### src/rtl/mem_stage_lsu_pkg.sv
// -----------------------------------------------------------------------------
// mem_stage_lsu_pkg
//   Shared definitions for the MEM pipeline stage:
//     - mem_mode_e   : funct3 encodings of the load/store access size
//     - lsu_state_e  : data-memory handshake FSM states
//     - ex_ctrl_t    : control bundle held in the EX/MEM register
//     - word_addr()  : word-aligned bus address from a byte address
// -----------------------------------------------------------------------------
package mem_stage_lsu_pkg;

  localparam int XLEN = 32;

  typedef enum logic [2:0] {
    MODE_B  = 3'b000,
    MODE_H  = 3'b001,
    MODE_W  = 3'b010,
    MODE_BU = 3'b100,
    MODE_HU = 3'b101
  } mem_mode_e;

  typedef enum logic {
    S_IDLE = 1'b0,
    S_WAIT = 1'b1
  } lsu_state_e;

  typedef struct packed {
    logic       mem_read;
    logic       mem_write;
    logic       reg_write;
    logic       lui;
    logic       jump;
    logic [2:0] mode;
  } ex_ctrl_t;

  function automatic logic [XLEN-1:0] word_addr(input logic [XLEN-1:0] a);
    return {a[XLEN-1:2], 2'b00};
  endfunction

endpackage

### src/rtl/mem_stage_lsu_align.sv
// -----------------------------------------------------------------------------
// mem_stage_lsu_align
//   Purely combinational byte/halfword alignment for the MEM stage.
//   Ports:
//     i_is_load, i_is_store : kind of access being aligned
//     i_mode                : funct3 access mode (B/H/W/BU/HU)
//     i_addr_lo             : byte offset inside the word
//     i_store_data          : rs2 value of a store
//     i_rdata               : raw word returned by data memory
//     o_be, o_wdata         : byte enables and lane-replicated store data
//     o_load_data           : lane-selected, sign/zero-extended load value
//     o_fault               : misaligned address or illegal mode for this kind
// -----------------------------------------------------------------------------
module mem_stage_lsu_align
  import mem_stage_lsu_pkg::*;
(
  input  logic            i_is_load,
  input  logic            i_is_store,
  input  logic [2:0]      i_mode,
  input  logic [1:0]      i_addr_lo,
  input  logic [XLEN-1:0] i_store_data,
  input  logic [XLEN-1:0] i_rdata,
  output logic [3:0]      o_be,
  output logic [XLEN-1:0] o_wdata,
  output logic [XLEN-1:0] o_load_data,
  output logic            o_fault
);

  function automatic logic [XLEN-1:0] sext8(input logic [7:0] b);
    return {{(XLEN-8){b[7]}}, b};
  endfunction

  function automatic logic [XLEN-1:0] sext16(input logic [15:0] h);
    return {{(XLEN-16){h[15]}}, h};
  endfunction

  logic [7:0]  w_byte;
  logic [15:0] w_half;
  logic        w_misaligned;
  logic        w_bad_load_mode;
  logic        w_bad_store_mode;

  // Size comes from mode[1:0]; the unsigned variants only differ in mode[2].
  assign w_misaligned     = ((i_mode[1:0] == 2'b01) & i_addr_lo[0]) |
                            ((i_mode[1:0] == 2'b10) & (|i_addr_lo));
  assign w_bad_load_mode  = (i_mode == 3'b011) | (i_mode[2:1] == 2'b11);
  assign w_bad_store_mode = (i_mode > 3'b010);
  assign o_fault          = (i_is_load  & (w_bad_load_mode  | w_misaligned)) |
                            (i_is_store & (w_bad_store_mode | w_misaligned));

  always_comb begin
    o_be    = 4'b1111;
    o_wdata = i_store_data;
    case (i_mode[1:0])
      2'b00: begin
        o_be    = 4'b0001 << i_addr_lo;
        o_wdata = {4{i_store_data[7:0]}};
      end
      2'b01: begin
        o_be    = i_addr_lo[1] ? 4'b1100 : 4'b0011;
        o_wdata = {2{i_store_data[15:0]}};
      end
      default: begin
        o_be    = 4'b1111;
        o_wdata = i_store_data;
      end
    endcase
  end

  always_comb begin
    w_byte = i_rdata[7:0];
    case (i_addr_lo)
      2'd0:    w_byte = i_rdata[7:0];
      2'd1:    w_byte = i_rdata[15:8];
      2'd2:    w_byte = i_rdata[23:16];
      default: w_byte = i_rdata[31:24];
    endcase
    w_half = i_addr_lo[1] ? i_rdata[31:16] : i_rdata[15:0];
  end

  always_comb begin
    o_load_data = i_rdata;
    case (i_mode)
      MODE_B:  o_load_data = sext8(w_byte);
      MODE_BU: o_load_data = {{(XLEN-8){1'b0}}, w_byte};
      MODE_H:  o_load_data = sext16(w_half);
      MODE_HU: o_load_data = {{(XLEN-16){1'b0}}, w_half};
      default: o_load_data = i_rdata;
    endcase
  end

endmodule

### src/rtl/mem_stage_lsu.sv
// -----------------------------------------------------------------------------
// mem_stage_lsu
//   MEM pipeline stage: EX/MEM register, data-memory req/ack handshake with an
//   optional ack watchdog, writeback select and MEM/WB register.
//   Ports:
//     clk, rst                 : clock, synchronous active-high reset
//     i_Valid, i_ctrl_Busy     : EX instruction valid / EX busy (capture bubble)
//     i_ALU_Result ... i_Rd    : EX results, effective address, store data
//     i_ctrl_*                 : decoded control of the EX instruction
//     o_dmem_* / i_dmem_*      : data-memory request/ack port
//     o_MEM_WriteData, o_MEM_Rd, o_ctrl_MEM_RegWrite : forwarding from MEM
//     o_ctrl_Stall             : hold IF..EX while an access is outstanding
//     o_WB_*, o_ctrl_WB_RegWrite : MEM/WB register
//     o_ctrl_Mem_Err           : one-cycle pulse on misalign/illegal/timeout
// -----------------------------------------------------------------------------
module mem_stage_lsu
  import mem_stage_lsu_pkg::*;
#(
  parameter int DATA_WIDTH  = 32,
  parameter int ACK_TIMEOUT = 16
) (
  input  logic                  clk,
  input  logic                  rst,
  input  logic                  i_Valid,
  input  logic                  i_ctrl_Busy,
  input  logic [DATA_WIDTH-1:0] i_ALU_Result,
  input  logic [DATA_WIDTH-1:0] i_Mem_WriteData,
  input  logic [DATA_WIDTH-1:0] i_nPC,
  input  logic [DATA_WIDTH-1:0] i_Imme,
  input  logic [4:0]            i_Rd,
  input  logic                  i_ctrl_MemRead,
  input  logic                  i_ctrl_MemWrite,
  input  logic                  i_ctrl_RegWrite,
  input  logic                  i_ctrl_LUI,
  input  logic                  i_ctrl_Jump,
  input  logic [2:0]            i_ctrl_Mem_Mode,
  output logic                  o_dmem_req,
  output logic                  o_dmem_we,
  output logic [DATA_WIDTH-1:0] o_dmem_addr,
  output logic [DATA_WIDTH-1:0] o_dmem_wdata,
  output logic [3:0]            o_dmem_be,
  input  logic                  i_dmem_ack,
  input  logic [DATA_WIDTH-1:0] i_dmem_rdata,
  output logic [DATA_WIDTH-1:0] o_MEM_WriteData,
  output logic [4:0]            o_MEM_Rd,
  output logic                  o_ctrl_MEM_RegWrite,
  output logic                  o_ctrl_Stall,
  output logic [DATA_WIDTH-1:0] o_WB_WriteData,
  output logic [4:0]            o_WB_Rd,
  output logic                  o_ctrl_WB_RegWrite,
  output logic                  o_ctrl_Mem_Err
);

  // The counter only has to reach ACK_TIMEOUT-1 before the watchdog fires.
  localparam int CNT_W = (ACK_TIMEOUT > 1) ? $clog2(ACK_TIMEOUT) : 1;
  localparam bit TIMEOUT_EN = (ACK_TIMEOUT > 0);
  localparam logic [CNT_W-1:0] CNT_LAST = CNT_W'((ACK_TIMEOUT > 0) ? ACK_TIMEOUT - 1 : 0);

  // ---- EX/MEM register (p0) ----
  logic                  r_vld_p0;
  ex_ctrl_t              r_ctrl_p0;
  logic [DATA_WIDTH-1:0] r_alu_p0;
  logic [DATA_WIDTH-1:0] r_st_data_p0;
  logic [DATA_WIDTH-1:0] r_npc_p0;
  logic [DATA_WIDTH-1:0] r_imme_p0;
  logic [4:0]            r_rd_p0;

  lsu_state_e            r_state;
  lsu_state_e            w_state_nxt;
  logic [CNT_W-1:0]      r_cnt;
  logic [CNT_W-1:0]      w_cnt_nxt;

  logic                  w_mem_op;
  logic                  w_is_load;
  logic                  w_fault;
  logic                  w_access;
  logic                  w_timeout;
  logic                  w_done;
  logic                  w_err;
  logic                  w_retire_we;
  logic [DATA_WIDTH-1:0] w_result;
  logic [DATA_WIDTH-1:0] w_load_data;

  // ---- MEM/WB register (p1) ----
  logic                  r_wb_we_p1;
  logic [DATA_WIDTH-1:0] r_wb_data_p1;
  logic [4:0]            r_wb_rd_p1;
  logic                  r_mem_err_p1;

  always_ff @(posedge clk) begin
    if (rst) begin
      r_vld_p0  <= 1'b0;
      r_ctrl_p0 <= '0;
    end else if (!o_ctrl_Stall) begin
      r_vld_p0  <= i_Valid & ~i_ctrl_Busy;
      r_ctrl_p0 <= '{mem_read:  i_ctrl_MemRead,
                     mem_write: i_ctrl_MemWrite,
                     reg_write: i_ctrl_RegWrite,
                     lui:       i_ctrl_LUI,
                     jump:      i_ctrl_Jump,
                     mode:      i_ctrl_Mem_Mode};
    end
  end

  always_ff @(posedge clk) begin
    if (!o_ctrl_Stall) begin
      r_alu_p0     <= i_ALU_Result;
      r_st_data_p0 <= i_Mem_WriteData;
      r_npc_p0     <= i_nPC;
      r_imme_p0    <= i_Imme;
      r_rd_p0      <= i_Rd;
    end
  end

  // ---- MEM stage: access control and alignment ----
  // A set MemWrite wins over MemRead, so the bus and the alignment unit
  // always agree on the direction of the access.
  assign w_mem_op  = r_vld_p0 & (r_ctrl_p0.mem_read | r_ctrl_p0.mem_write);
  assign w_is_load = r_ctrl_p0.mem_read & ~r_ctrl_p0.mem_write;

  mem_stage_lsu_align u_align (
    .i_is_load    (w_is_load),
    .i_is_store   (r_ctrl_p0.mem_write),
    .i_mode       (r_ctrl_p0.mode),
    .i_addr_lo    (r_alu_p0[1:0]),
    .i_store_data (r_st_data_p0),
    .i_rdata      (i_dmem_rdata),
    .o_be         (o_dmem_be),
    .o_wdata      (o_dmem_wdata),
    .o_load_data  (w_load_data),
    .o_fault      (w_fault)
  );

  // Faulting accesses never reach the bus; r_cnt is zero in S_IDLE, so the
  // same compare covers a timeout on the very first request cycle.
  assign w_access  = w_mem_op & ~w_fault;
  assign w_timeout = TIMEOUT_EN & w_access & ~i_dmem_ack & (r_cnt == CNT_LAST);
  assign w_done    = w_access & i_dmem_ack;

  assign o_dmem_we   = r_ctrl_p0.mem_write;
  assign o_dmem_addr = word_addr(r_alu_p0);

  always_ff @(posedge clk) begin
    if (rst) begin
      r_state <= S_IDLE;
      r_cnt   <= '0;
    end else begin
      r_state <= w_state_nxt;
      r_cnt   <= w_cnt_nxt;
    end
  end

  always_comb begin
    w_state_nxt  = r_state;
    w_cnt_nxt    = '0;
    o_dmem_req   = 1'b0;
    o_ctrl_Stall = 1'b0;
    case (r_state)
      S_IDLE: begin
        o_dmem_req = w_access;
        if (w_access && !i_dmem_ack && !w_timeout) begin
          w_state_nxt = S_WAIT;
          w_cnt_nxt   = r_cnt + 1'b1;
        end
      end
      S_WAIT: begin
        o_dmem_req = w_access;
        if (!w_access || i_dmem_ack || w_timeout) begin
          w_state_nxt = S_IDLE;
        end else begin
          w_cnt_nxt = r_cnt + 1'b1;
        end
      end
      default: w_state_nxt = S_IDLE;
    endcase
    o_ctrl_Stall = w_access & ~i_dmem_ack & ~w_timeout;
  end

  // Forwarding never exposes a load from MEM: its data is not back yet.
  assign w_result = r_ctrl_p0.jump ? r_npc_p0 :
                    r_ctrl_p0.lui  ? r_imme_p0 : r_alu_p0;

  assign o_MEM_WriteData     = w_result;
  assign o_MEM_Rd            = r_rd_p0;
  assign o_ctrl_MEM_RegWrite = r_vld_p0 & r_ctrl_p0.reg_write & ~r_ctrl_p0.mem_read;

  // A memory op only writes back once acked; stalls and faults retire bubbles.
  assign w_retire_we = r_vld_p0 & r_ctrl_p0.reg_write & (w_mem_op ? w_done : 1'b1);
  assign w_err       = (w_mem_op & w_fault) | w_timeout;

  // ---- MEM/WB register ----
  always_ff @(posedge clk) begin
    if (rst) begin
      r_wb_we_p1   <= 1'b0;
      r_wb_data_p1 <= '0;
      r_wb_rd_p1   <= '0;
      r_mem_err_p1 <= 1'b0;
    end else begin
      r_wb_we_p1   <= w_retire_we;
      r_wb_data_p1 <= w_is_load ? w_load_data : w_result;
      r_wb_rd_p1   <= r_rd_p0;
      r_mem_err_p1 <= w_err;
    end
  end

  assign o_WB_WriteData     = r_wb_data_p1;
  assign o_WB_Rd            = r_wb_rd_p1;
  assign o_ctrl_WB_RegWrite = r_wb_we_p1;
  assign o_ctrl_Mem_Err     = r_mem_err_p1;

endmodule
### config.mk
export PLATFORM = sky130hd
export DESIGN_NAME = mem_stage_lsu
export DESIGN_NICKNAME = d
export VERILOG_FILES = /design/src/rtl/mem_stage_lsu_pkg.sv /design/src/rtl/mem_stage_lsu_align.sv /design/src/rtl/mem_stage_lsu.sv
export SDC_FILE = /design/constraint.sdc
export NUM_CORES = 1
export LEC_CHECK = 0
export BUFFER_PORTS_ARGS = -buffer_cell sky130_fd_sc_hd__buf_2
export CORE_MARGIN = 4
export CORE_UTILIZATION = 25
export CTS_BUF_LIST = sky130_fd_sc_hd__clkbuf_8
export CTS_CLUSTER_DIAMETER = 60
export DETAILED_ROUTE_END_ITERATION = 16
export GPL_TIMING_DRIVEN = 0
export SLEW_MARGIN = 20
export SYNTH_ARGS = -nofsm -noshare
export SYNTH_HDL_FRONTEND = slang
export SYNTH_SLANG_ARGS = --single-unit
export TNS_END_PERCENT = 30
### constraint.sdc
create_clock -name clk -period 2.52 [get_ports clk]
set_input_delay 0.126 -clock clk [delete_from_list [all_inputs] [get_ports clk]]
set_output_delay 0.126 -clock clk [all_outputs]
set_load 0.02 [all_outputs]
==> metrics.md <==
| Metric | Value |
|---|---|
| Layout area overhead | 53.1% |
| Cells after Synth | between 600 and 700 |
| Leakage | 5.21 nW |
| Synth Warn # | 0 |
| R2R setup slack | about 0.13 ns |
| Post-synth EDFFs | ~130 |
| Post-place instance area | slightly above 10,000 um2 |
| Peak Freq | between 0.4 and 0.5 GHz |
| Routed length per instance | approximately 20 um |
| Slowest-stage cell, CP | edfxtp_1 |
| Synth cell types | 44 |
| Share of the synthesized area in the top cell type | between 50% and 60% |
| Reg clk slew, reported paths | 0.10 ns |
| CP required | 2.69 ns |
| Largest net degree at the start of global routing | 80 |
| Die span in x | 186 um |
| Rows | 64 |
| Worst-path cell chain | buf_6 -> nor2_2 -> a21oi_2 -> nor4_2 -> buf_4 -> inv_8 -> buf_16 |
| Synth Flop Type | edfxtp_1 |
| CTS tree | done |
| Dpl hpwl | 21.7 mm |
| R2R Path End | r_imme_p0[16] |
| Detailed Route Iter0 Violations | approximately 330 |
| Post-synth ARST share | 0% |
| Drt drc | 0 |
| Die Y | 186 um |
| Worst setup margin | approximately 0.13 ns |
| # IOs | approximately 330 |
| Num CTS Buffers | 17 |
| Area contributors post-synth | edfxtp_1 50%, dfxtp_1 13%, mux2i_1 6.3%, buf_4 4.1%, nand2_1 3.1% |
| Routability cong. | between 0.7 and 0.8 |
| Area of the mapped netlist | approximately 7900 um2 |
| Max Fanout on Critical Path | 79 |
| Fin crit period | 2.39 ns |
| # clock sinks | roughly 190 |
| Met2 GRT Util | between 30% and 40% |
| Seq/Total Area, Yosys | between 60% and 70% |
| MaxCap Viol Count | 0 |
| FF+latch area | 5030 um2 |
| Area of the multi-input gates | 2310 um2 |
| CP Capture Type | register |
| Number of port buffers | between 300 and 400 |
| Critical Path Source | r_alu_p0[0] |
| Worst R2R Path Depth | 7 |
| H-tree levels | 4 |
| Setup crit start kind | register |
| First-pass GRT wire length | around 43 mm |
| Register bit total from synthesis | roughly 190 |
| Total Neg Setup Slack | 0 ns |
| FILL cells | about 3,000 |
| Fin. Hold Viols | 0 |
| Gr ovfl total | 0 |
| Final Slew Violations | 0 |
| GR peak layer | met2 |
| Max clock buf depth | 2 |
| Fin nets | between 1,000 and 1,500 |
| Dominant cell by count in the synthesized netlist | edfxtp_1 |
| Slowest cell delay on critical path | 0.41 ns |
| Design area | 12,100 um2 |
| Total die area | about 35,000 um2 |
| Met3 usage | ~5.2% |
| Fraction of layout cells with a size suffix above 1 | around two fifths |
| TritonRoute pass-1 iters | 4 |
| Via count | 6,672 |
| Crit Path Class | reg -> reg |
| Worst EP arrival | roughly 2.6 ns |
| Post-route antenna net violation count | 0 |
| GR Util All Layers | 17.2% |
| Slew @ Worst Pin | 0.856 ns |
| Status | complete, no violations |
| RR Startpoint | r_alu_p0[0] |
| Clock skew | about 0.015 ns |
| Number of global-route vias before repair | between 7,000 and 8,000 |
| Tcrit/Tclk final | 94.9% |
| Mean area per synthesized cell | about 13 um2 |
| Final Setup Violations | 0 |
| Setup WS pre-CTS | approximately 0.046 ns |
| Worst skew pair latency | a little under 0.5 ns |
| Power density cells | 581 nW/um2 |
| Met1 usage | 19.9% |
| Maximum vdd drop | just under 0.4 mV |
| Setup Fix Bufs, Post-CTS | 0 |
| Drt total wl | between 30 and 40 mm |
| CP endpoint | r_imme_p0[16] |
| Path type of the worst min-delay path | in -> reg |
| Post-DR vias/cell | between 4 and 5 |
| Unrepaired setup endpoints after global routing | true |
| Core area | about 31,000 um2 |
| Root Driver | clkbuf_8 |
| Leading area contributor after synthesis | edfxtp_1 |
| Initial antenna violation count | 4 |
| Initial core utilization | about 26% |
| Relative slew slack | 42.8% |
| Top cells by count, synth | 133 x edfxtp_1, 65 x nand2_1, 52 x dfxtp_1 |
## worst max-delay path: cells and delay by family (launching register included)
kind                   cells  cell delay (ns)
buffers and inverters      4             0.86
flip-flops                 1             0.41
AO/OA/AOI/OAI              1             0.16
AND/OR/NAND/NOR            2             0.49
## layout make-up
| cell class | instances | area share, % |
|---|---|---|
| buffer | 78 | 4.14 |
| inverter | 20 | 0.681 |
| clock inverter | 14 | 1.21 |
| tap | 396 | 4.09 |
| antenna | 2 | 0.0413 |
| timing repair buffer | 489 | 27.2 |
| multi-input combinational | 322 | 19.1 |
| clock buffer | 18 | 2.04 |
| sequential | 185 | 41.5 |
## state kept, by name (all words and copies together) (netlist names)
signal	count
r_imme_p0	32
o_WB_WriteData	32
o_ctrl_Mem_Err	1
o_WB_Rd	5
o_ctrl_WB_RegWrite	1
r_ctrl_p0	7
r_alu_p0	32
o_dmem_we	1
r_cnt	4
r_st_data_p0	32
o_MEM_Rd	5
r_npc_p0	32
r_vld_p0	1
## where the power goes
group	internal, mW	leakage (nW)	total, mW	switching [mW]
Clock	0.912	0.203	2.05	1.13
Sequential	3.45	1.84	3.53	0.0781
Combinational	0.651	3.17	1.46	0.811
Total	5.01	5.21	7.04	2.02
## cells in the final DEF, fill, tap and decap left out, types with 3 or more instances in the layout
cell,instances
clkbuf_1,16
nor3_1,6
a221oi_2,11
inv_1,20
clkinv_4,4
mux2_2,16
nand2b_1,25
buf_2,333
o21bai_1,3
clkbuf_8,18
a211oi_1,15
o21ai_0,24
a221oi_1,15
inv_6,3
dlygate4sd3_1,165
a22o_1,10
nor2b_1,8
dfxtp_1,52
a21oi_1,9
buf_6,4
edfxtp_1,133
a22oi_1,8
nor2_1,18
o21a_1,18
clkbuf_2,4
nand2_1,65
mux2i_1,50
buf_4,43
## worst min path at each step
stage	depth (start not counted)	start	to	slack, ns
floorplan	0	i_Rd[0]	o_MEM_Rd[0]	0.22
global placement	1	i_Mem_WriteData[7]	r_st_data_p0[7]	0.30
detailed placement	1	i_Mem_WriteData[1]	r_st_data_p0[1]	0.30
CTS	3	i_dmem_rdata[0]	o_WB_WriteData[0]	0.06
global route	3	i_dmem_rdata[0]	o_WB_WriteData[0]	0.08
finish	3	i_dmem_rdata[0]	o_WB_WriteData[0]	0.10
## metrics by stage
| step | cells | hold slack [ns] | util, % | power (mW) |
|---|---|---|---|---|
| floorplan | 606 | 0.225 | - | 4.30 |
| global placement | 1325 | 0.302 | 32.4 | 4.85 |
| detailed placement | 1326 | 0.304 | 32.6 | 4.86 |
| CTS | 1522 | 0.0555 | 39.2 | 7.12 |
| global route | 1523 | 0.0773 | 39.2 | 7.38 |
| finish | 1524 | 0.104 | 39.2 | 7.04 |
## kinds of logic after synthesis
family          synth area share [%]
fa+ha+maj                      0.158
compound gates                  11.8
other cells                   0.0474
buf+inv                         7.27
flops                           63.6
xor+xnor                       0.221
mux                             8.89
simple gates                    7.98
## timing repair
item	4_1_cts	5_1_grt
setup endpoints to repair	48	10
gates resized for setup	6	2
hold buffers	165	0
gates cloned	0	0
hold endpoints to repair	160	0
## layer usage
layer / vias to the layer above / share of wire [%]
li1: 3191 / -
met1: 3149 / 40
met2: 278 / 50
met3: 48 / 7.2
met4: 6 / 2.4
met5: - / 0.13
No activity file was read; power rests on OpenSTA's default activity.
